[src/rtl/dlx_mem_pkg.sv]
// dlx_mem_pkg: shared encodings and helpers for the DLX unified-memory port.
//   memSize_e   : access size encoding (byte / half / word / illegal)
//   arbState_e  : arbiter FSM states
//   reqId_e     : requester identifiers (instruction fetch / data memory)
package dlx_mem_pkg;

    typedef enum logic [1:0] {
        SZ_BYTE    = 2'b00,
        SZ_HALF    = 2'b01,
        SZ_WORD    = 2'b10,
        SZ_ILLEGAL = 2'b11
    } memSize_e;

    typedef enum logic [1:0] {
        IDLE = 2'b00,
        RD   = 2'b01,
        WR   = 2'b10,
        ACK  = 2'b11
    } arbState_e;

    typedef enum logic {
        REQ_IF = 1'b0,
        REQ_DM = 1'b1
    } reqId_e;

    // Number of bytes moved by an access; 0 for the illegal encoding.
    function automatic logic [2:0] sizeBytes(input memSize_e size);
        case (size)
            SZ_BYTE: return 3'd1;
            SZ_HALF: return 3'd2;
            SZ_WORD: return 3'd4;
            default: return 3'd0;
        endcase
    endfunction

    // Natural-alignment check on the two address LSBs.
    function automatic logic sizeMisaligned(input memSize_e size, input logic [1:0] addrLsb);
        case (size)
            SZ_HALF: return addrLsb[0];
            SZ_WORD: return (addrLsb != 2'b00);
            default: return 1'b0;
        endcase
    endfunction

    // Byte idx of a right-justified store, most-significant byte of the size first.
    function automatic logic [7:0] storeByte(input logic [31:0] data, input memSize_e size,
                                             input logic [2:0] idx);
        logic [1:0] lane;
        lane = 2'(sizeBytes(size) - 3'd1 - idx);
        return data[{lane, 3'b000} +: 8];
    endfunction

endpackage

[src/rtl/mem_rr_pick.sv]
// mem_rr_pick: combinational two-way round-robin choice between IF and DM.
//   IfReq, DmReq : pending requests
//   LastGrant    : requester served most recently
//   grant_valid  : at least one request is pending
//   grant_id     : requester to serve; on conflict, the one not served last
module mem_rr_pick
    import dlx_mem_pkg::*;
(
    input  logic   IfReq,
    input  logic   DmReq,
    input  reqId_e LastGrant,
    output logic   grant_valid,
    output reqId_e grant_id
);

    always_comb begin
        grant_valid = IfReq | DmReq;
        grant_id    = REQ_IF;
        if (IfReq && DmReq) begin
            grant_id = (LastGrant == REQ_IF) ? REQ_DM : REQ_IF;
        end else if (DmReq) begin
            grant_id = REQ_DM;
        end
    end

endmodule

[src/rtl/mem_port_arbiter.sv]
// mem_port_arbiter: shares the byte-wide big-endian DLX memory between the
// instruction-fetch and data-memory requesters.
//   Clock, Reset_n             : clock, async active-low reset
//   IfReq/IfAddr               : fetch request (always an aligned word read)
//   IfAck/IfData/IfErr         : fetch completion pulse, registered word, error
//   DmReq/DmWrite/DmSize/DmAddr/DmWrData : data request
//   DmAck/DmRdData/DmErr       : data completion pulse, zero-extended load, error
//   Busy                       : FSM not in IDLE
//   MemAddress/MemWriteData/MemRead/MemWrite : memory side (one byte per write)
//   MemData                    : combinational big-endian word from memory
module mem_port_arbiter
    import dlx_mem_pkg::*;
#(
    parameter int unsigned MEM_BYTES = 1024,
    parameter int unsigned ADDR_W    = 32
)
(
    input  logic              Clock,
    input  logic              Reset_n,
    input  logic              IfReq,
    input  logic [ADDR_W-1:0] IfAddr,
    output logic              IfAck,
    output logic [31:0]       IfData,
    output logic              IfErr,
    input  logic              DmReq,
    input  logic              DmWrite,
    input  logic [1:0]        DmSize,
    input  logic [ADDR_W-1:0] DmAddr,
    input  logic [31:0]       DmWrData,
    output logic              DmAck,
    output logic [31:0]       DmRdData,
    output logic              DmErr,
    output logic              Busy,
    output logic [ADDR_W-1:0] MemAddress,
    output logic [31:0]       MemWriteData,
    output logic              MemRead,
    output logic              MemWrite,
    input  logic [31:0]       MemData
);

    // One extra bit so addr + nbytes cannot wrap in the range check.
    localparam int unsigned EXT_W = ADDR_W + 1;

    arbState_e         state, nextState;
    reqId_e            lastGrant, lastGrantNext;
    reqId_e            reqId, reqIdNext;
    memSize_e          size, sizeNext;
    logic [ADDR_W-1:0] addr, addrNext;
    logic [31:0]       wrData, wrDataNext;
    logic              err, errNext;
    logic [2:0]        count, countNext;

    logic              ifAckNext, ifErrNext, dmAckNext, dmErrNext, busyNext;
    logic              memReadNext, memWriteNext;
    logic [31:0]       ifDataNext, dmRdDataNext, memWriteDataNext;
    logic [ADDR_W-1:0] memAddressNext;

    logic              grantValid;
    reqId_e            grantId;
    logic [ADDR_W-1:0] selAddr;
    memSize_e          selSize;
    logic              selWrite;
    logic [2:0]        selBytes;
    logic              selErr;
    logic [2:0]        countInc;
    logic              lastByte;

    mem_rr_pick uPick (
        .IfReq       (IfReq),
        .DmReq       (DmReq),
        .LastGrant   (lastGrant),
        .grant_valid (grantValid),
        .grant_id    (grantId)
    );

    // Request selected by the arbiter and its legality.
    assign selAddr  = (grantId == REQ_DM) ? DmAddr : IfAddr;
    assign selSize  = (grantId == REQ_DM) ? memSize_e'(DmSize) : SZ_WORD;
    assign selWrite = (grantId == REQ_DM) & DmWrite;
    assign selBytes = sizeBytes(selSize);
    assign selErr   = (selSize == SZ_ILLEGAL)
                    | sizeMisaligned(selSize, selAddr[1:0])
                    | (({1'b0, selAddr} + EXT_W'(selBytes)) > EXT_W'(MEM_BYTES));

    assign countInc = 3'(count + 3'd1);
    assign lastByte = (count == 3'(sizeBytes(size) - 3'd1));

    // Next-state and registered-output logic.
    always_comb begin
        nextState        = state;
        lastGrantNext    = lastGrant;
        reqIdNext        = reqId;
        sizeNext         = size;
        addrNext         = addr;
        wrDataNext       = wrData;
        errNext          = err;
        countNext        = count;
        ifAckNext        = 1'b0;
        ifErrNext        = 1'b0;
        dmAckNext        = 1'b0;
        dmErrNext        = 1'b0;
        memReadNext      = 1'b0;
        memWriteNext     = 1'b0;
        ifDataNext       = IfData;
        dmRdDataNext     = DmRdData;
        memAddressNext   = MemAddress;
        memWriteDataNext = MemWriteData;

        unique case (state)
            IDLE: begin
                if (grantValid) begin
                    lastGrantNext = grantId;
                    reqIdNext     = grantId;
                    sizeNext      = selSize;
                    addrNext      = selAddr;
                    wrDataNext    = DmWrData;
                    errNext       = selErr;
                    countNext     = 3'd0;
                    if (selErr) begin
                        // No memory cycle: acknowledge with the error flag directly.
                        nextState = ACK;
                        ifAckNext = (grantId == REQ_IF);
                        ifErrNext = (grantId == REQ_IF);
                        dmAckNext = (grantId == REQ_DM);
                        dmErrNext = (grantId == REQ_DM);
                    end else if (!selWrite) begin
                        nextState      = RD;
                        memReadNext    = 1'b1;
                        memAddressNext = selAddr;
                    end else begin
                        nextState        = WR;
                        memWriteNext     = 1'b1;
                        memAddressNext   = selAddr;
                        memWriteDataNext = {24'b0, storeByte(DmWrData, selSize, 3'd0)};
                    end
                end
            end

            RD: begin
                // MemData reflects the address driven during this cycle.
                if (reqId == REQ_IF) begin
                    ifDataNext = MemData;
                end else begin
                    case (size)
                        SZ_BYTE: dmRdDataNext = {24'b0, MemData[31:24]};
                        SZ_HALF: dmRdDataNext = {16'b0, MemData[31:16]};
                        default: dmRdDataNext = MemData;
                    endcase
                end
                nextState = ACK;
                ifAckNext = (reqId == REQ_IF);
                ifErrNext = (reqId == REQ_IF) & err;
                dmAckNext = (reqId == REQ_DM);
                dmErrNext = (reqId == REQ_DM) & err;
            end

            WR: begin
                if (lastByte) begin
                    nextState = ACK;
                    ifAckNext = (reqId == REQ_IF);
                    ifErrNext = (reqId == REQ_IF) & err;
                    dmAckNext = (reqId == REQ_DM);
                    dmErrNext = (reqId == REQ_DM) & err;
                end else begin
                    countNext        = countInc;
                    memWriteNext     = 1'b1;
                    memAddressNext   = addr + ADDR_W'(countInc);
                    memWriteDataNext = {24'b0, storeByte(wrData, size, countInc)};
                end
            end

            ACK: begin
                nextState = IDLE;
            end

            default: begin
                nextState = IDLE;
            end
        endcase

        busyNext = (nextState != IDLE);
    end

    // State and output registers.
    always_ff @(posedge Clock or negedge Reset_n) begin
        if (!Reset_n) begin
            state        <= IDLE;
            lastGrant    <= REQ_IF;
            reqId        <= REQ_IF;
            size         <= SZ_BYTE;
            addr         <= '0;
            wrData       <= '0;
            err          <= 1'b0;
            count        <= 3'd0;
            IfAck        <= 1'b0;
            IfErr        <= 1'b0;
            IfData       <= '0;
            DmAck        <= 1'b0;
            DmErr        <= 1'b0;
            DmRdData     <= '0;
            Busy         <= 1'b0;
            MemRead      <= 1'b0;
            MemWrite     <= 1'b0;
            MemAddress   <= '0;
            MemWriteData <= '0;
        end else begin
            state        <= nextState;
            lastGrant    <= lastGrantNext;
            reqId        <= reqIdNext;
            size         <= sizeNext;
            addr         <= addrNext;
            wrData       <= wrDataNext;
            err          <= errNext;
            count        <= countNext;
            IfAck        <= ifAckNext;
            IfErr        <= ifErrNext;
            IfData       <= ifDataNext;
            DmAck        <= dmAckNext;
            DmErr        <= dmErrNext;
            DmRdData     <= dmRdDataNext;
            Busy         <= busyNext;
            MemRead      <= memReadNext;
            MemWrite     <= memWriteNext;
            MemAddress   <= memAddressNext;
            MemWriteData <= memWriteDataNext;
        end
    end

endmodule

[config.mk]
export PLATFORM = sky130hd
export DESIGN_NAME = mem_port_arbiter
export DESIGN_NICKNAME = d
export VERILOG_FILES = /design/src/rtl/dlx_mem_pkg.sv /design/src/rtl/mem_rr_pick.sv /design/src/rtl/mem_port_arbiter.sv
export SDC_FILE = /design/constraint.sdc
export NUM_CORES = 1
export LEC_CHECK = 0
export ABC_AREA = 1
export BUFFER_PORTS_ARGS = -buffer_cell sky130_fd_sc_hd__clkbuf_2
export CAP_MARGIN = 30
export CORE_MARGIN = 3
export CORE_UTILIZATION = 30
export CTS_CLUSTER_DIAMETER = 100
export DETAILED_ROUTE_END_ITERATION = 10
export SETUP_SLACK_MARGIN = 0.1
export SYNTH_ARGS = -nofsm -noshare
export SYNTH_HDL_FRONTEND = slang
export SYNTH_SLANG_ARGS = --single-unit
export TNS_END_PERCENT = 50
[constraint.sdc]
create_clock -name Clock -period 5.66 [get_ports Clock]
set_input_delay 1.698 -clock Clock [delete_from_list [all_inputs] [get_ports Clock]]
set_output_delay 1.698 -clock Clock [all_outputs]
set_load 0.05 [all_outputs]
==> results of run 1 <==
-- placed cells by master (no fill, tap or decap), types with 5 or more instances in the layout --
cell       netlist  final
nor3_1          12     12
nand3_1        112    112
nor2_2           5      6
o31ai_1         16     16
xor2_1          18     18
o21ai_0        157    157
mux2i_1          9      9
nor4_1           5      5
dfrtp_1        184    184
a21oi_1         19     19
ha_1            19     18
nand3b_1        19     19
buf_4           30     15
nand2_2         10     12
clkbuf_16        0     17
nand4_1         11     11
inv_1          148    148
o211ai_1         8      8
mux2_2          11     11
nor2_4           5      5
o22ai_1          8      8
clkbuf_2         0    244
nor2_1          87     86
a211oi_1         8      8
xnor2_1          7      7
nand2_1        562    560
conb_1           1     24
-- layout make-up --
type / count / area [sq um] / area share, %
clock buffers: 20 / 457 / 3.41
clock inverters: 11 / 138 / 1.03
repair buffers: 262 / 1390 / 10.4
inverters: 153 / 574 / 4.29
diodes: 2 / 5.00 / 0.0374
well taps: 468 / 586 / 4.38
multi-input cells: 1158 / 5630 / 42.1
flip-flops and latches: 184 / 4600 / 34.4
-- final timing paths --
path,startpoint,end,slack [ns],depth (start not counted)
min in group asynchronous,Reset_n,MemAddress[23],1.32,1
min,MemWriteData[0],MemWriteData[0],0.47,2
max reg2reg,reqId,MemAddress[31],1.54,24
max in group asynchronous,Reset_n,MemWriteData[3],3.31,2
min reg2reg,MemWriteData[0],MemWriteData[0],0.47,2
max,IfReq,MemAddress[31],0.77,25
-- power groups by stage --
stage / Sequential, mW / Combinational, mW / Clock, mW
6_report: 2.40 / 4.74 / 1.23
5_1_grt: 2.48 / 5.24 / 1.31
4_1_cts: 2.40 / 4.77 / 1.25
3_5_place_dp: 2.42 / 4.76 / 0
3_3_place_gp: 2.40 / 4.67 / 0
2_1_floorplan: 3.60 / 2.33 / 0
-- flip-flops by register name (all words and copies together) (netlist names), 2 cells and up --
register      flops
DmRdData         32
IfData           32
MemAddress       32
addr             32
wrData           32
MemWriteData      8
count             3
size              2
state             2
-- cell usage after synthesis, types with 6 or more instances --
master | n | share of area, %
o31ai_1 | 16 | 1.1
nor3_1 | 12 | 0.53
buf_4 | 30 | 2.0
nand2_1 | 562 | 19
nand4_1 | 11 | 0.61
buf_2 | 6 | 0.27
nand3_1 | 112 | 5.0
nand2_2 | 10 | 0.56
a211oi_1 | 8 | 0.53
mux2i_1 | 9 | 0.80
o21ai_0 | 157 | 7.0
a21oi_1 | 19 | 0.84
xnor2_1 | 7 | 0.54
inv_1 | 148 | 4.9
mux2_2 | 11 | 1.1
buf_6 | 8 | 0.80
ha_1 | 19 | 2.1
nor2_1 | 87 | 2.9
clkbuf_1 | 47 | 1.6
dfrtp_1 | 184 | 41
o22ai_1 | 8 | 0.44
xor2_1 | 18 | 1.4
nand3b_1 | 19 | 1.3
o211ai_1 | 8 | 0.53
-- kinds of logic (layout without fill, tap and decap cells) --
family / Yosys count / after routing / synth area share [%]
flops: 184 / 184 / 40.9
simple gates: 835 / 835 / 31.3
xor+xnor: 25 / 25 / 1.95
other cells: 1 / 26 / 0.0333
buf+inv: 249 / 446 / 9.91
compound gates: 233 / 233 / 11.5
mux: 20 / 20 / 1.90
fa+ha+maj: 21 / 21 / 2.47
-- metal layers --
| layer | wire [microns] | track usage [%] | share of wire, % | vias up |
|---|---|---|---|---|
| met5 | 27 | 0 | 0.076 | - |
| met4 | 683 | 5.12 | 1.9 | 4 |
| met3 | 2260 | 3.27 | 6.4 | 46 |
| met2 | 15000 | 26.0 | 42 | 365 |
| met1 | 17500 | 25.5 | 49 | 5021 |
| li1 | - | - | - | 5393 |
-- tightest hold or removal path: stages (launching register included) --
cell	delay (ns)
dfrtp_1	0.35
nand2_1	0.05
nand2_1	0.04
-- per-stage QoR --
stage	utilization (%)	total power, mW
detailed placement	34.7	7.17
CTS	36.4	8.42
finish	36.4	8.37
global route	36.4	9.03
floorplan	-	5.93
global placement	34.6	7.08
==> summary.md, run 1 <==
| Metric | Value |
|---|---|
| Critical path required time | ~6 ns |
| Pin count of the biggest net entering global routing | between 80 and 90 |
| Max incr delay on CP | 0.34 ns |
| Outcome | complete, no violations |
| IO Count | 270 |
| Worst relative slew slack | roughly a third |
| Fin cells | roughly 2300 |
| DR WL/cell | ~16 microns |
| Place WS | between 0.3 and 0.4 ns |
| CP arrival | ~5.2 ns |
| CTS Buf Count | 17 |
| Max-slew violation count | 0 |
| Post-synthesis sequential area ratio | roughly two fifths |
| RSZ-0062 raised after global routing | false |
| Yosys reg bits | ~180 |
| Syn avg cell area | 7.18 sq um |
| Die H | approximately 200 microns |
| Final net count | 1932 |
| Final Hold Fails | 0 |
| CTS tree | yes |
| DR vias | ~11000 |
| CP max FO | 42 |
| FILL cells | 3933 |
| Die area | 39900 sq um |
| Ratio of cells with drive above 1 in the final layout | about a fifth |
| Critical-path top delay cell | ha_1 |
| Worst Skew | around 0.01 ns |
| Final hold slack | 0.473 ns |
| Row cnt | 70 |
| Comb pwr share | a little under three fifths |
| Hold_buf cts | 0 |
| Setup_tns | 0 ns |
| Via/cell ratio | about 4.8 |
| EDFF count, synth | 0 |
| Async S/R FF share, synth | 100% |
| Period Utilization, post-route | 86.4% |
| CP most frequent cell | nand2_1 |
| Vias in the first global route | just under 10000 |
| Delay-heaviest family, CP | simple AND/OR/NAND/NOR gates |
| Initial antenna violation count | 3 |
| Initial DRC Count | approximately 760 |
| Final instance area | approximately 13000 sq um |
| Congestion Overflow GR | 0 |
| Fin worst setup slack | between 0.7 and 0.8 ns |
| Dpl cell area | between 10000 and 15000 sq um |
| Number of buffers added for setup after CTS | 0 |
| Total of max-cap violations | 0 |
| Crit path time final | around 5 ns |
| Syn. warnings | 0 |
| First-pass GRT wire length | 54600 microns |
| RD Place Congestion | between 0.9 and 1 |
| Final setup fails | 0 |
| Sequential Power Share | 28.7% |
| Drc violations | 0 |
| Unique masters post-synth | 44 |
| Hold/Removal Path Class | flip-flop to flip-flop |
| Layout area overhead | 18.9% |
| Routed WL | around 35000 microns |
| Post-DP HPWL | roughly 27000 microns |
| Remaining antenna violation count | 0 |
| Post-Syn Instances | ~1600 |
| Starting Density | a little under a third |
| Crit path kind | input pin to flip-flop |
| Max frequency | about 200 MHz |
| Die Wd | 200 microns |
| Pwr dens | 625 nW/um^2 |
| Peak supply drop | between 300 and 400 uV |
| Slew @ Worst Pin | between 1 and 1.5 ns |
| GRT Total Usage | ~17% |
| CORE AREA | 36800 sq um |
| Root Driver | clkbuf_16 |
| Leak | 7.10 nW |
| Sw frac | between 50% and 60% |
| Internal Power | between 3 and 4 mW |
| Top_reg_cell synth | dfrtp_1 |
| H-tree depth | 4 |
| Net switching power | about 4.5 mW |
| CTS clk-pin slew, worst paths | ~0.07 ns |
| Crit. End Element | flip-flop |
| Max Root-Sink Buffers | 2 |
| Clock sinks | approximately 180 |
| CP Buf/Inv Count | 3 |
| Skew-Pair Late Insertion Delay | 0.44 ns |
| # placed instances | 2225 |
| IO buf count | about 250 |
| Detailed Routing Iterations Pass 1 | 5 |
| Synthesized cell area | between 10000 and 15000 sq um |
| PostCTS Resize Cnt | 0 |
| Clk pwr share | 14.6% |
| Critical Path Source Type | input pin |
No activity file was read; power rests on OpenSTA's default activity.
==> run 2: changes to the inputs <==
--- a/config.mk
+++ b/config.mk
@@ -6,12 +6,13 @@
 export NUM_CORES = 1
 export LEC_CHECK = 0
 export ABC_AREA = 1
-export BUFFER_PORTS_ARGS = -buffer_cell sky130_fd_sc_hd__clkbuf_2
 export CAP_MARGIN = 30
+export CORE_ASPECT_RATIO = 0.9
 export CORE_MARGIN = 3
 export CORE_UTILIZATION = 30
 export CTS_CLUSTER_DIAMETER = 100
 export DETAILED_ROUTE_END_ITERATION = 10
+export DONT_BUFFER_PORTS = 1
 export SETUP_SLACK_MARGIN = 0.1
 export SYNTH_ARGS = -nofsm -noshare
 export SYNTH_HDL_FRONTEND = slang
==> summary.md, run 2 (synthesis gave the netlist of run 1 again) <==
| Metric | Value |
|---|---|
| Initial DRC Count | ~860 |
| Crit. End Element | flip-flop |
| RD Place Congestion | roughly 0.95 |
| Hold_buf cts | 0 |
| Crit path time final | 4.88 ns |
| H-tree depth | 4 |
| Crit path launch | IfReq |
| Leak | between 6 and 7 nW |
| Crit path kind | input pin to flip-flop |
| Post-DP HPWL | between 20000 and 30000 microns |
| Worst relative slew slack | a little over a third |
| Clock sinks | ~180 |
| Die area | between 30000 and 40000 sq um |
| Vias in the first global route | ~9000 |
| Commonest non-fill, non-tap cell in the layout | nand2_1 |
| Die Wd | roughly 210 microns |
| FILL cells | 3932 |
| Hold Startpoint | wrData[21] |
| DR WL/cell | around 17 microns |
| Max Root-Sink Buffers | 2 |
| Root Driver | clkbuf_16 |
| Number of buffers added for setup after CTS | 0 |
| Skew-Pair Late Insertion Delay | between 0.4 and 0.5 ns |
| Critical Path Source Type | input pin |
| DR vias | between 9000 and 10000 |
| CTS Buf Count | 17 |
| Total of max-cap violations | 0 |
| Remaining antenna violation count | 0 |
| Setup_tns | 0 ns |
| Layout area overhead | 7.68% |
| RSZ-0062 raised after global routing | false |
| CORE AREA | between 30000 and 40000 sq um |
| Final net count | 1685 |
| Outcome | complete, no violations |
| CTS clk-pin slew, worst paths | 0.09 ns |
| Die H | 190 microns |
| Max frequency | about 200 MHz |
| Leading cell types in the layout, fill and taps excluded | 560 x nand2_1, 184 x dfrtp_1, 157 x o21ai_0, 148 x inv_1, 112 x nand3_1 |
| Initial antenna violation count | 2 |
| Final setup fails | 0 |
| Pwr dens | roughly 660 nW/um^2 |
| Pin count of the biggest net entering global routing | 185 |
| Period Utilization, post-route | 86.3% |
| CTS tree | yes |
| CP max FO | between 40 and 50 |
| Drc violations | 0 |
| Via/cell ratio | between 4 and 5 |
| Congestion Overflow GR | 0 |
| Critical path required time | 5.97 ns |
| Routed WL | 35100 microns |
| CP arrival | roughly 5.2 ns |
| Worst R2R Start | reqId |
| Antenna Cells | 0 |
| Slew @ Worst Pin | ~0.96 ns |
| First-pass GRT wire length | between 50000 and 60000 microns |
| PostCTS Resize Cnt | 0 |
| IO buf count | 0 |
| GRT Total Usage | around 17% |
| Final instance area | roughly 12000 sq um |
| Starting Density | between 30% and 40% |
| Dpl cell area | roughly 12000 sq um |
| Hold/Removal Path Class | flip-flop to flip-flop |
| Detailed Routing Iterations Pass 1 | 6 |
| Row cnt | 66 |
| Peak supply drop | about 240 uV |
| Fin util | between 30% and 40% |
| Final Hold Fails | 0 |
| Ratio of cells with drive above 1 in the final layout | under 10% |
| IO Count | between 200 and 300 |
| Worst Skew | ~0.022 ns |
| Max-slew violation count | 0 |
-- run 2: per-stage QoR --
stage	setup WS, ns	instances	total power, mW	hold slack (ns)
after detailed placement	0.383	1986	6.80	0.459
after floorplan	0.421	1591	5.93	0.442
final	0.777	2017	7.96	0.475
after CTS	0.829	2017	8.01	0.480
after global routing	0.317	2017	8.57	0.489
after global placement	0.535	1984	6.70	0.455
-- run 2: layout make-up --
| type | instances | area, sq um | area share [%] |
|---|---|---|---|
| repair buffers | 15 | 138 | 1.14 |
| flip-flops and latches | 184 | 4600 | 38.0 |
| clock buffers | 17 | 425 | 3.51 |
| well taps | 476 | 596 | 4.91 |
| inverters | 153 | 574 | 4.74 |
| clock inverters | 14 | 150 | 1.24 |
| multi-input cells | 1158 | 5630 | 46.5 |
-- run 2: path summary, 6_finish.rpt --
path	slack [ns]	endpoint	cells after the start
max in group asynchronous	4.18	MemAddress[17]	0
max reg2reg	1.44	MemAddress[18]	24
min reg2reg	0.47	wrData[21]	2
min in group asynchronous	0.97	DmAck	0
max	0.78	MemAddress[18]	24
min	0.47	wrData[21]	2
-- run 2: where the power goes --
group,switching [mW],leakage (nW),internal [mW],total (mW)
Sequential,1.86,2.28,1.93,3.79
Combinational,2.01,3.48,0.963,2.97
Clock,0.602,0.278,0.591,1.19
-- run 2: per-layer routing --
metal,vias to the layer above,global-route usage [%],routed length [microns]
met3,28,5.21,3000
li1,4904,-,-
met5,-,0,27
met1,4637,25.5,17300
met2,324,24.7,14400
met4,4,3.68,387
-- run 2: worst max-delay path: stages --
cell	delay (ns)
nand2_2	0.08
nand2_4	0.10
nor2_1	0.12
buf_4	0.25
clkinv_1	0.12
ha_1	0.20
ha_1	0.34
nand3_1	0.10
nand3_1	0.12
nand2_1	0.08
nor2_1	0.27
nand3_1	0.22
nand2_1	0.10
nand2_1	0.07
nor2_1	0.11
nand2_1	0.06
nor2_1	0.10
nand2_1	0.10
nor2_4	0.14
nand2_4	0.11
nand2_8	0.22
nand2_4	0.26
nand2_1	0.16
nand2_1	0.06
==> run 3: changes to the inputs <==
--- a/config.mk
+++ b/config.mk
@@ -7,12 +7,15 @@
 export LEC_CHECK = 0
 export ABC_AREA = 1
 export CAP_MARGIN = 30
+export CELL_PAD_IN_SITES_DETAIL_PLACEMENT = 1
+export CELL_PAD_IN_SITES_GLOBAL_PLACEMENT = 1
 export CORE_ASPECT_RATIO = 0.9
 export CORE_MARGIN = 3
 export CORE_UTILIZATION = 30
 export CTS_CLUSTER_DIAMETER = 100
 export DETAILED_ROUTE_END_ITERATION = 10
 export DONT_BUFFER_PORTS = 1
+export PLACE_DENSITY_LB_ADDON = 0.1
 export SETUP_SLACK_MARGIN = 0.1
 export SYNTH_ARGS = -nofsm -noshare
 export SYNTH_HDL_FRONTEND = slang
==> summary.md, run 3 (synthesis gave the netlist of run 1 again) <==
| Metric | Value |
|---|---|
| First-pass GRT wire length | 61700 microns |
| Leak | 6.03 nW |
| IO Count | 270 |
| Hold Startpoint | wrData[7] |
| Crit. End Element | flip-flop |
| Antenna Cells | 0 |
| Clock sinks | 184 |
| Worst R2R Start | reqId |
| Vias in the first global route | between 10000 and 15000 |
| Dpl cell area | 11500 sq um |
| Worst relative slew slack | between 30% and 40% |
| Initial DRC Count | 620 |
| Hold_buf cts | 0 |
| Final net count | 1685 |
| Critical Path Source Type | input pin |
| Crit path launch | IfReq |
| CP max FO | 35 |
| Layout area overhead | 7.60% |
| Die area | roughly 40000 sq um |
| Drc violations | 0 |
| Cell breakdown of the critical path | nand2_2 > nand2_4 > nor2_1 > clkinv_1 > ha_1 > ha_1 > nand3_1 > nand3_1 > nand2_1 > nor2_1 > nand2_1 > nor2_1 > nand3_1 > nand2_1 > nand2_1 > nor2_1 > nand2_1 > nor2_4 > nand2_4 > nand2_8 > nand2_4 > nand2_1 > nand2_1 |
| Worst Skew | between 0.01 and 0.015 ns |
| Via/cell ratio | ~4.9 |
| PostCTS Resize Cnt | 0 |
| Leading cell types in the layout, fill and taps excluded | 560 x nand2_1, 184 x dfrtp_1, 157 x o21ai_0, 148 x inv_1, 112 x nand3_1 |
| Pin count of the biggest net entering global routing | around 190 |
| Die H | 190 microns |
| Commonest non-fill, non-tap cell in the layout | nand2_1 |
| Congestion Overflow GR | 0 |
| DR vias | about 9900 |
| Detailed Routing Iterations Pass 1 | 5 |
| CP Buf/Inv Count | 1 |
| Routed WL | around 39000 microns |
| CP most frequent cell | nand2_1 |
| Max-slew violation count | 0 |
| Outcome | complete, no violations |
| Crit path time final | 5.02 ns |
| CTS Buf Count | 17 |
| DR WL/cell | 19.4 microns |
| Critical path required time | around 6.0 ns |
| Starting Density | 30.8% |
| Fin util | 33.1% |
| RD Place Congestion | 0.838 |
| Max Root-Sink Buffers | 2 |
| CTS clk-pin slew, worst paths | 0.07 ns |
| Post-DP HPWL | about 30000 microns |
| Root Driver | clkbuf_16 |
| IO buf count | 0 |
| Hold/Removal Path Class | flip-flop to flip-flop |
| H-tree depth | 4 |
| Setup_tns | 0 ns |
| Peak supply drop | between 200 and 300 uV |
| Die Wd | between 200 and 250 microns |
| Total of max-cap violations | 0 |
| Remaining antenna violation count | 0 |
| CTS tree | yes |
| Fin worst setup slack | approximately 0.64 ns |
| Delay-heaviest family, CP | simple AND/OR/NAND/NOR gates |
| Row cnt | between 60 and 70 |
| CP arrival | 5.35 ns |
| Max incr delay on CP | around 0.33 ns |
| Ratio of cells with drive above 1 in the final layout | a little under 6% |
| Period Utilization, post-route | about nine tenths |
| Final instance area | between 10000 and 15000 sq um |
| Final setup fails | 0 |
| Max frequency | between 150 and 200 MHz |
| Skew-Pair Late Insertion Delay | 0.45 ns |
| RSZ-0062 raised after global routing | false |
| Slew @ Worst Pin | 0.934 ns |
| Initial antenna violation count | 3 |
| Pwr dens | 661 nW/um^2 |
| Number of buffers added for setup after CTS | 0 |
| Place WS | 0.109 ns |
| CORE AREA | 36600 sq um |
| Final Hold Fails | 0 |
| Critical-path top delay cell | ha_1 |
| GRT Total Usage | approximately a fifth |
| Crit path kind | input pin to flip-flop |
==> run 3: changes by cell type in the layout (fill, tap and decap cells not counted) <==
cell	previous run	this run
clkinv_4	1	3
clkinvlp_4	2	4
buf_4	13	14
bufinv_16	0	2
clkinv_8	2	0
buf_12	2	1
inv_8	6	0
clkbuf_1	0	3
==> run 3: per-stage QoR <==
step / total power [mW] / hold WS, ns / cells
after global placement: 6.82 / 0.457 / 1985
after global routing: 8.70 / 0.487 / 2018
final: 8.00 / 0.477 / 2018
after floorplan: 5.93 / 0.442 / 1591
after detailed placement: 6.89 / 0.459 / 1986
after CTS: 8.14 / 0.476 / 2018
==> run 3: worst paths after layout <==
path | end | slack (ns) | depth (start not counted)
max in group asynchronous | DmRdData[8] | 4.34 | 0
setup reg to reg | MemAddress[1] | 1.41 | 23
hold / removal | wrData[7] | 0.48 | 2
min in group asynchronous | MemAddress[25] | 0.93 | 0
setup / recovery | MemAddress[1] | 0.64 | 23
hold reg to reg | wrData[7] | 0.48 | 2
==> run 3: where the power goes <==
part	switching, mW	internal (mW)
Combinational	2.04	0.968
Sequential	1.83	1.93
Clock	0.562	0.657
Total	4.44	3.56
==> run 3: layout make-up <==
class | instances | area (sq um)
Clock inverter | 12 | 143
Clock buffer | 20 | 437
Fill cell | 4552 | 24500
Tap cell | 476 | 596
Multi-Input combinational cell | 1158 | 5630
Sequential cell | 184 | 4600
Timing Repair Buffer | 15 | 125
Inverter | 153 | 574
==> run 3: tightest hold or removal path: stages (launching register included) <==
cell and delay, ns:
dfrtp_1 0.35, nand2_1 0.05, nand2_1 0.04
==> run 3: metal layers <==
layer | up-vias | wire (microns) | GRT usage (%)
met2 | 200 | 18100 | 32.2
li1 | 4901 | - | -
met5 | - | 7 | 0
met3 | 26 | 2320 | 4.93
met1 | 4779 | 18400 | 26.9
met4 | 2 | 326 | 3.11
